`config.mk`:
```
export PLATFORM = sky130hd
export DESIGN_NAME = dmem_burst_master
export DESIGN_NICKNAME = d
export VERILOG_FILES = /design/src/rtl/dmem_burst_master.sv
export SDC_FILE = /design/constraint.sdc
export NUM_CORES = 1
export LEC_CHECK = 0
export BUFFER_PORTS_ARGS = -buffer_cell sky130_fd_sc_hd__buf_2
export CORE_ASPECT_RATIO = 0.75
export CORE_MARGIN = 1
export CORE_UTILIZATION = 57
export CTS_CLUSTER_SIZE = 28
export DETAILED_ROUTE_END_ITERATION = 10
export PLACE_DENSITY = 0.95
export SYNTH_ARGS = -nofsm -noshare
export SYNTH_HDL_FRONTEND = slang
export SYNTH_SLANG_ARGS = --single-unit
```
`constraint.sdc`:
```
create_clock -name clk -period 4.4 [get_ports clk]
set_input_delay 0.88 -clock clk [delete_from_list [all_inputs] [get_ports clk]]
set_output_delay 0.88 -clock clk [all_outputs]
set_load 0.005 [all_outputs]
```
`src/rtl/dmem_burst_master.sv`:
```
// dmem_burst_master: sequences one load/store burst onto a single-port
// data memory, one word per cycle, and gathers read words into lanes.
//
// Ports
//   clk, rst_n          clock, async active-low reset
//   req_valid/ready     request handshake (ready only while idle)
//   req_we              1 = store burst, 0 = load burst
//   req_addr            base word address
//   req_len             word count (0 -> 1, clamped to MAX_BURST)
//   req_wdata           store lanes, lane i at [i*DATA_W +: DATA_W]
//   rsp_valid           one-cycle completion pulse
//   rsp_rdata           gathered load lanes, same packing
//   mem_addr/wdata/we   memory port, registered
//   mem_rdata           memory read data, RD_LAT cycles after mem_addr
module dmem_burst_master #(
  parameter int DATA_W    = 32,
  parameter int ADDR_W    = 32,
  parameter int MAX_BURST = 4,
  parameter int RD_LAT    = 1
) (
  input  logic                        clk,
  input  logic                        rst_n,
  input  logic                        req_valid,
  output logic                        req_ready,
  input  logic                        req_we,
  input  logic [ADDR_W-1:0]           req_addr,
  input  logic [$clog2(MAX_BURST):0]  req_len,
  input  logic [MAX_BURST*DATA_W-1:0] req_wdata,
  output logic                        rsp_valid,
  output logic [MAX_BURST*DATA_W-1:0] rsp_rdata,
  output logic [ADDR_W-1:0]           mem_addr,
  output logic [DATA_W-1:0]           mem_wdata,
  output logic                        mem_we,
  input  logic [DATA_W-1:0]           mem_rdata
);

  localparam int LEN_W   = $clog2(MAX_BURST) + 1;
  localparam int LANES_W = MAX_BURST * DATA_W;
  localparam int DRN_W   = $clog2(RD_LAT + 1) + 1;

  localparam logic [DRN_W-1:0] DRN_LAST =
    DRN_W'((RD_LAT > 0) ? RD_LAT - 1 : 0);
  localparam logic [LEN_W-1:0] MAX_LEN = LEN_W'(MAX_BURST);

  typedef enum logic [2:0] {
    S_IDLE,
    S_WRITE,
    S_READ,
    S_DRAIN,
    S_DONE
  } state_t;

  state_t r_state;
  state_t w_next;

  logic [LEN_W-1:0]   r_len;
  logic [LEN_W-1:0]   r_beat;
  logic [LEN_W-1:0]   w_len_eff;
  logic [LEN_W-1:0]   w_beat_nx;
  logic [LANES_W-1:0] r_wdata;
  logic [LANES_W-1:0] r_rdata;
  logic [ADDR_W-1:0]  r_mem_addr;
  logic [DATA_W-1:0]  r_mem_wdata;
  logic               r_mem_we;
  logic [DRN_W-1:0]   r_drain;

  logic               w_accept;
  logic               w_issue;
  logic               w_last;
  logic               w_rsp;
  logic               w_cap_v;
  logic [LEN_W-1:0]   w_cap_idx;

  assign req_ready = (r_state == S_IDLE) && rst_n;
  assign w_accept  = req_valid && req_ready;
  assign w_issue   = (r_state == S_READ);
  assign w_last    = (r_beat == r_len - LEN_W'(1));
  assign w_beat_nx = r_beat + LEN_W'(1);

  assign rsp_valid = w_rsp;
  assign rsp_rdata = r_rdata;
  assign mem_addr  = r_mem_addr;
  assign mem_wdata = r_mem_wdata;
  assign mem_we    = r_mem_we;

  always_comb begin
    w_len_eff = req_len;
    if (req_len == '0) begin
      w_len_eff = LEN_W'(1);
    end else if (req_len > MAX_LEN) begin
      w_len_eff = MAX_LEN;
    end
  end

  always_ff @(posedge clk or negedge rst_n) begin
    if (!rst_n) begin
      r_state <= S_IDLE;
    end else begin
      r_state <= w_next;
    end
  end

  always_comb begin
    w_next = r_state;
    w_rsp  = 1'b0;
    unique case (r_state)
      S_IDLE: begin
        if (w_accept) begin
          w_next = req_we ? S_WRITE : S_READ;
        end
      end
      S_WRITE: begin
        if (w_last) begin
          w_next = S_DONE;
        end
      end
      S_READ: begin
        if (w_last) begin
          w_next = (RD_LAT == 0) ? S_DONE : S_DRAIN;
        end
      end
      S_DRAIN: begin
        if (r_drain == DRN_LAST) begin
          w_next = S_DONE;
        end
      end
      S_DONE: begin
        w_rsp  = 1'b1;
        w_next = S_IDLE;
      end
      default: begin
        w_next = S_IDLE;
      end
    endcase
  end

  // Read beat tags travel alongside the memory latency so each
  // returning word lands in the lane of the address that asked for it.
  if (RD_LAT == 0) begin : g_lat0
    assign w_cap_v   = w_issue;
    assign w_cap_idx = r_beat;
  end else begin : g_latn
    logic [RD_LAT-1:0] r_cap_v;
    logic [LEN_W-1:0]  r_cap_idx [RD_LAT];

    always_ff @(posedge clk or negedge rst_n) begin
      if (!rst_n) begin
        r_cap_v <= '0;
        for (int i = 0; i < RD_LAT; i++) begin
          r_cap_idx[i] <= '0;
        end
      end else begin
        r_cap_v[0]   <= w_issue;
        r_cap_idx[0] <= r_beat;
        for (int i = 1; i < RD_LAT; i++) begin
          r_cap_v[i]   <= r_cap_v[i-1];
          r_cap_idx[i] <= r_cap_idx[i-1];
        end
      end
    end

    assign w_cap_v   = r_cap_v[RD_LAT-1];
    assign w_cap_idx = r_cap_idx[RD_LAT-1];
  end

  always_ff @(posedge clk or negedge rst_n) begin
    if (!rst_n) begin
      r_len       <= '0;
      r_beat      <= '0;
      r_wdata     <= '0;
      r_rdata     <= '0;
      r_mem_addr  <= '0;
      r_mem_wdata <= '0;
      r_mem_we    <= 1'b0;
      r_drain     <= '0;
    end else begin
      if (w_cap_v) begin
        r_rdata[w_cap_idx*DATA_W +: DATA_W] <= mem_rdata;
      end

      if (r_state == S_DRAIN) begin
        r_drain <= r_drain + DRN_W'(1);
      end else begin
        r_drain <= '0;
      end

      if (w_accept) begin
        // First beat is presented straight from the request so the
        // memory sees it in the cycle right after the accept.
        r_len       <= w_len_eff;
        r_beat      <= '0;
        r_wdata     <= req_wdata;
        r_mem_addr  <= req_addr;
        r_mem_wdata <= req_wdata[DATA_W-1:0];
        r_mem_we    <= req_we;
        if (!req_we) begin
          for (int i = 0; i < MAX_BURST; i++) begin
            if (LEN_W'(i) >= w_len_eff) begin
              r_rdata[i*DATA_W +: DATA_W] <= '0;
            end
          end
        end
      end else if (r_state == S_WRITE ||
                   r_state == S_READ) begin
        if (w_last) begin
          r_mem_we <= 1'b0;
        end else begin
          r_beat      <= w_beat_nx;
          r_mem_addr  <= r_mem_addr + ADDR_W'(1);
          r_mem_wdata <= r_wdata[w_beat_nx*DATA_W +: DATA_W];
        end
      end
    end
  end

endmodule

```
Word-level counts from Yosys, hierarchy flattened
Cells that the tools add are included.
{"block": "op_classes", "addsub": 5, "order_cmp": 5, "eq_ne": 10, "shifts": 3, "mux": 30, "reduce_logical": 11}
{"op": "$mux 128", "n": 3}
{"op": "$mux 32", "n": 10}
{"op": "$bwmux 128", "n": 1}
{"op": "$shift 32x34->128 const A", "n": 1}
{"op": "$shiftx 128x9->32", "n": 1}
{"op": "$shiftx 32x34->128", "n": 1}
{"op": "$neg 8->34", "n": 1}
{"op": "$add 32x1->32 const B", "n": 1}
{"op": "$mux 3", "n": 9}
{"op": "$pmux 3 s4", "n": 1}
{"op": "$ne 2x2->1 const B", "n": 4}
{"op": "$eq 3x2->1 const B", "n": 2}
{"op": "$ge 1x3->1 const A", "n": 2}
{"op": "$ge 2x3->1 const A", "n": 2}
{"op": "$logic_not 3->1", "n": 2}
{"op": "$mux 1", "n": 4}
{"op": "$mux 2", "n": 2}
{"op": "$reduce_and 2->1", "n": 2}
{"op": "$reduce_and 4->1", "n": 1}
{"op": "$reduce_bool 2->1", "n": 2}
{"op": "$add 3x1->3 const B", "n": 1}
{"op": "$eq 3x1->1 const B", "n": 1}
{"op": "$eq 3x3->1", "n": 1}
{"op": "$eq 3x3->1 const B", "n": 1}
{"op": "other kinds (7)", "n": 8}
{"block": "totals", "reg_bits": 336, "in_bits": 199, "out_inout_bits": 195, "elab_cells": 75}

Depth between registers and ports, before layout
{"block": "logic_depth", "word_depth": 7, "mapped_depth": 10, "mapped_depth_nobuf": 8}

Worst setup path after synthesis
OpenSTA, ideal clock, no wires.
{"block": "synth_timing", "path_type": "register to register", "from": "register r_len[0]", "to": "register r_mem_addr[19] (netlist: mem_addr[19])", "setup_time_ns": 0.082, "arrival_ns": 2.253, "t_required_ns": 4.318, "path_slack_ns": 2.065, "stages_incl_launch_ff": 9, "path_buffers": 1, "period_less_slack_ns": 2.335, "cell_sequence": "dfrtp_1 inv_1 ha_1 xnor3_1 a311o_1 buf_6 nor4_4 or3b_1 a31oi_1"}
{"block": "synth_between", "elab_chain_len": 4}
{"item": "start, declared", "line": "56", "text": "logic [LEN_W-1:0] r_len;"}
{"item": "start signal, assigned", "line": "190", "text": "r_len <= w_len_eff;"}
{"item": "$sub 3x1->3", "line": "77", "text": "assign w_last = (r_beat == r_len - LEN_W'(1));"}
{"item": "$eq 3x3->1", "line": "77"}
{"item": "$ne 2x2->1 (no source line)"}
{"item": "$reduce_and 2->1 (no source line)"}
{"item": "end signal, assigned", "line": "193", "text": "r_mem_addr <= req_addr;"}
{"item": "end signal, assigned", "line": "209", "text": "r_mem_addr <= r_mem_addr + ADDR_W'(1);"}
{"item": "end, declared", "line": "62", "text": "logic [ADDR_W-1:0] r_mem_addr;"}
Every way passes these cells.
A chain may end at the register's enable or synchronous reset.

Final worst setup path
{"block": "layout_timing", "from": "register g_latn.r_cap_idx[0] in the netlist's numbering", "to": "register r_rdata[67] (netlist: rsp_rdata[67])"}
{"block": "layout_between", "elab_chain_len": 7, "word_cells_on_any_way": 8, "cone_classes": "add/sub (1); shift (2); mux (5)"}
{"item": "start, declared", "line": "144", "text": "logic [LEN_W-1:0] r_cap_idx [RD_LAT];"}
{"item": "start signal, assigned by index", "line": "157", "text": "r_cap_idx[i] <= r_cap_idx[i-1];"}
{"item": "$neg 8->34 *", "line": "178", "text": "r_rdata[w_cap_idx*DATA_W +: DATA_W] <= mem_rdata;"}
{"item": "$shiftx 32x34->128 or $shift 32x34->128 (tied branches)", "line": "178"}
{"item": "$bwmux 128 *", "line": "178"}
{"item": "$mux 128 *", "line": "177", "text": "if (w_cap_v) begin"}
{"item": "$mux 32", "line": "198", "text": "if (LEN_W'(i) >= w_len_eff) begin"}
{"item": "$mux 128", "line": "196", "text": "if (!req_we) begin"}
{"item": "$mux 128 *", "line": "187", "text": "if (w_accept) begin"}
{"item": "end signal, assigned by index", "line": "178"}
{"item": "end, declared", "line": "61", "text": "logic [LANES_W-1:0] r_rdata;"}
Mark *: on every way between the ends. The rest lies on a longest branch, timed or not.

==> flow_metrics.tcl <==
set metrics [dict create \
    cts_setup_buffers 0 \
    min_path_type "in2async" \
    fillCellCount 1730 \
    synth_edf_count 0 \
    final_area_mm2 0.0180 \
    htree_levels 2 \
    grt_pass1_vias 12947 \
    nets 2049 \
    crit_path_start_kind "register" \
    ctsResizeCount 0 \
    drive_above_1_share_pct 28.9 \
    drtIter0Drc 1185 \
    min_period_ns 2.95 \
    max-slew-margin-rel_pct 16.9 \
    critPathMaxStageDelay_ns 0.88 \
    vias_per_cell 5.91 \
    num_rows 50 \
    rsz0062_at_grt "false" \
    syn_to_final_growth_pct 23.5 \
    cts_num_sinks 336 \
    drt_first_pass_iters 5 \
    place_area_mm2 0.0168 \
    holdWs_ns 0.357 \
    die_area_mm2 0.0262 \
    dpl.hpwl_um 28600 \
    cts_root_buffer "clkbuf_16" \
    crit_top_cell "ha_1" \
    globalplace.congestion 0.941 \
    finalSetupTns_ns 0 \
    grt_antenna_before_repair 7 \
    final_common_cell "nand2_1" \
    vias 13075 \
    drc 0 \
    async_reset_ff_share_pct 100 \
    ys_seq_area_share_pct 57.7 \
    crit_path_cell_trace "inv_1, ha_1, ha_1, nor2b_1, nand3_1, or3_1, nand2_1, a21oi_1" \
    clock.fmax_mhz 339 \
    die_h_um 141 \
    worst_pin_slew_ns 1.25 \
    grt_first_pass_wirelength_um 68000 \
    wl_per_cell_um 19.5 \
    drt_wl_total_um 43000 \
    start_util_pct 58.3 \
    reg2reg_slack_ns 1.45 \
    cp.arrival_ns 3.31 \
    skew_ns 0.0134 \
    ios 394 \
    ys.warnings.count 0 \
    period_share_pct 67.0 \
    gr-total-overflow 0 \
    syn_nets 1699 \
    cts_inserted_buffers 34 \
    postRouteAntennaNets 0 \
    crit_type "reg2reg" \
    drv_slew 0 \
    outcome "completed" \
    synth_cells 1494 \
    synthDistinctLibCells 50 \
    synth.avg_cell_area_um2 9.76 \
    leakage_nw 9.15 \
    cp-end-kind "register" \
    clk_latency_ns 0.50 \
    grt_max_degree 186 \
    required_ns 4.76 \
    power_density_mw_per_mm2 765 \
    rr_worst_depth 8 \
    core_region_area_mm2 0.0250 \
    setup_violations 0 \
    clk_path_buf_depth 3 \
    synth_ff_type "dfrtp_1" \
    crit_path_max_fanout 32 \
    grt_usage_pct 32.7 \
    final_hold_viol_count 0 \
    synth_area_mm2 0.0146 \
    die_w_um 187 \
    port_buffers 393 \
    slowest_stage "or3_1" \
    layout_common_cells "nand2_1 (618), buf_2 (392), dfrtp_1 (335), a21oi_1 (105), and3_1 (38)" \
    cts_tree "done" \
    max_cap_viol_count 0 \
    ys_ff_latch 336 \
    path_clk_slew_ns 0.07 \
    peakVddDrop_mv 0.475 \
    cts_hold_buf 0 \
]
-- sequential cells by signal (all words and copies together) (netlist names) --
name,flops
g_latn.r_cap_v,1
mem_addr,32
r_state,3
rsp_rdata,128
r_wdata,128
r_len,3
g_latn.r_cap_idx,3
r_beat,3
mem_we,1
mem_wdata,32
r_drain,2
-- synth_stat cells, types with 3 or more instances --
library cell | count | share of area, %
nand4_1 | 10 | 0.43
nand4b_1 | 3 | 0.18
mux2_2 | 32 | 2.5
xnor2_1 | 10 | 0.60
mux4_2 | 32 | 4.9
buf_1 | 3 | 0.077
inv_1 | 11 | 0.28
dfrtp_1 | 336 | 58
xor2_1 | 8 | 0.48
a221o_1 | 33 | 2.3
and4_1 | 7 | 0.42
buf_2 | 11 | 0.38
nor3_1 | 12 | 0.41
nand2_1 | 618 | 16
and3_1 | 38 | 1.6
a2bb2oi_1 | 3 | 0.18
or3_1 | 4 | 0.17
a31oi_1 | 9 | 0.39
clkbuf_1 | 84 | 2.2
nand3_1 | 22 | 0.76
a21oi_1 | 105 | 3.6
nor4_1 | 5 | 0.21
nor2_1 | 32 | 0.82
o21ai_0 | 27 | 0.93
ha_1 | 6 | 0.51
and2_1 | 3 | 0.13
-- worst max-delay path, delay by kind of cell, from the launching register on --
family / cells / cell delay [ns]
buffers and inverters: 1 / 0.10
AOI/OAI and AO/OA: 1 / 0.11
and+or+nand+nor: 4 / 1.64
DFF: 1 / 0.45
adders and majority gates: 2 / 0.49
-- per-stage QoR --
step,utilization [%],total power [mW],setup WS (ns),cells
2_1_floorplan,-,8.55,2.06,1494
3_3_place_gp,67.3,10.3,1.40,2146
3_5_place_dp,67.3,10.7,1.35,2146
4_1_cts,71.9,13.8,1.53,2207
5_1_grt,71.9,14.5,1.26,2209
6_report,71.9,13.8,1.45,2212
-- final timing paths --
kind,endpoint,startpoint
max,rsp_rdata[67]$_DFF_PN0_,g_latn.r_cap_idx[0]$_DFF_PN0_
max reg2reg,rsp_rdata[67]$_DFF_PN0_,g_latn.r_cap_idx[0]$_DFF_PN0_
min in group clk,r_drain[0]$_DFF_PN0_,r_drain[0]$_DFF_PN0_
min reg2reg,r_drain[0]$_DFF_PN0_,r_drain[0]$_DFF_PN0_
min,mem_wdata[29]$_DFFE_PN0P_,rst_n
max in group asynchronous,rsp_rdata[108]$_DFF_PN0_,rst_n
-- logic make-up (layout without fill, tap and decap cells) --
group	after synthesis	after routing	share of synthesized area, %
other	0	5	0
DFF	336	336	57.7
adders and majority gates	6	6	0.515
AOI/OAI and AO/OA	195	195	8.47
xor gates and xnor gates	19	19	1.24
and+or+nand+nor	764	764	21.7
buffers and inverters	110	485	2.98
muxes	64	64	7.41
-- per-layer routing --
metal / share of wire [%] / track usage, %
met5: 0.16 / 0
met3: 9.6 / 7.84
met4: 4.4 / 14.9
met1: 38 / 42.1
met2: 48 / 53.3
-- where the power goes --
part	total [mW]	internal, mW	switching (mW)
logic	5.28	2.42	2.86
registers	5.52	4.54	0.984
clock network	2.98	1.79	1.19
-- layout make-up --
| class | instances | area, um2 | share of cell area, % |
|---|---|---|---|
| repair buffers | 413 | 2150 | 12.0 |
| inverters | 11 | 41.3 | 0.229 |
| clock buffers | 55 | 1070 | 5.96 |
| well taps | 338 | 423 | 2.35 |
| diodes | 5 | 12.5 | 0.0695 |
| flip-flops and latches | 336 | 8410 | 46.7 |
| multi-input cells | 1048 | 5810 | 32.3 |
| clock inverters | 6 | 83.8 | 0.466 |
(Power assumes the default switching activity.)
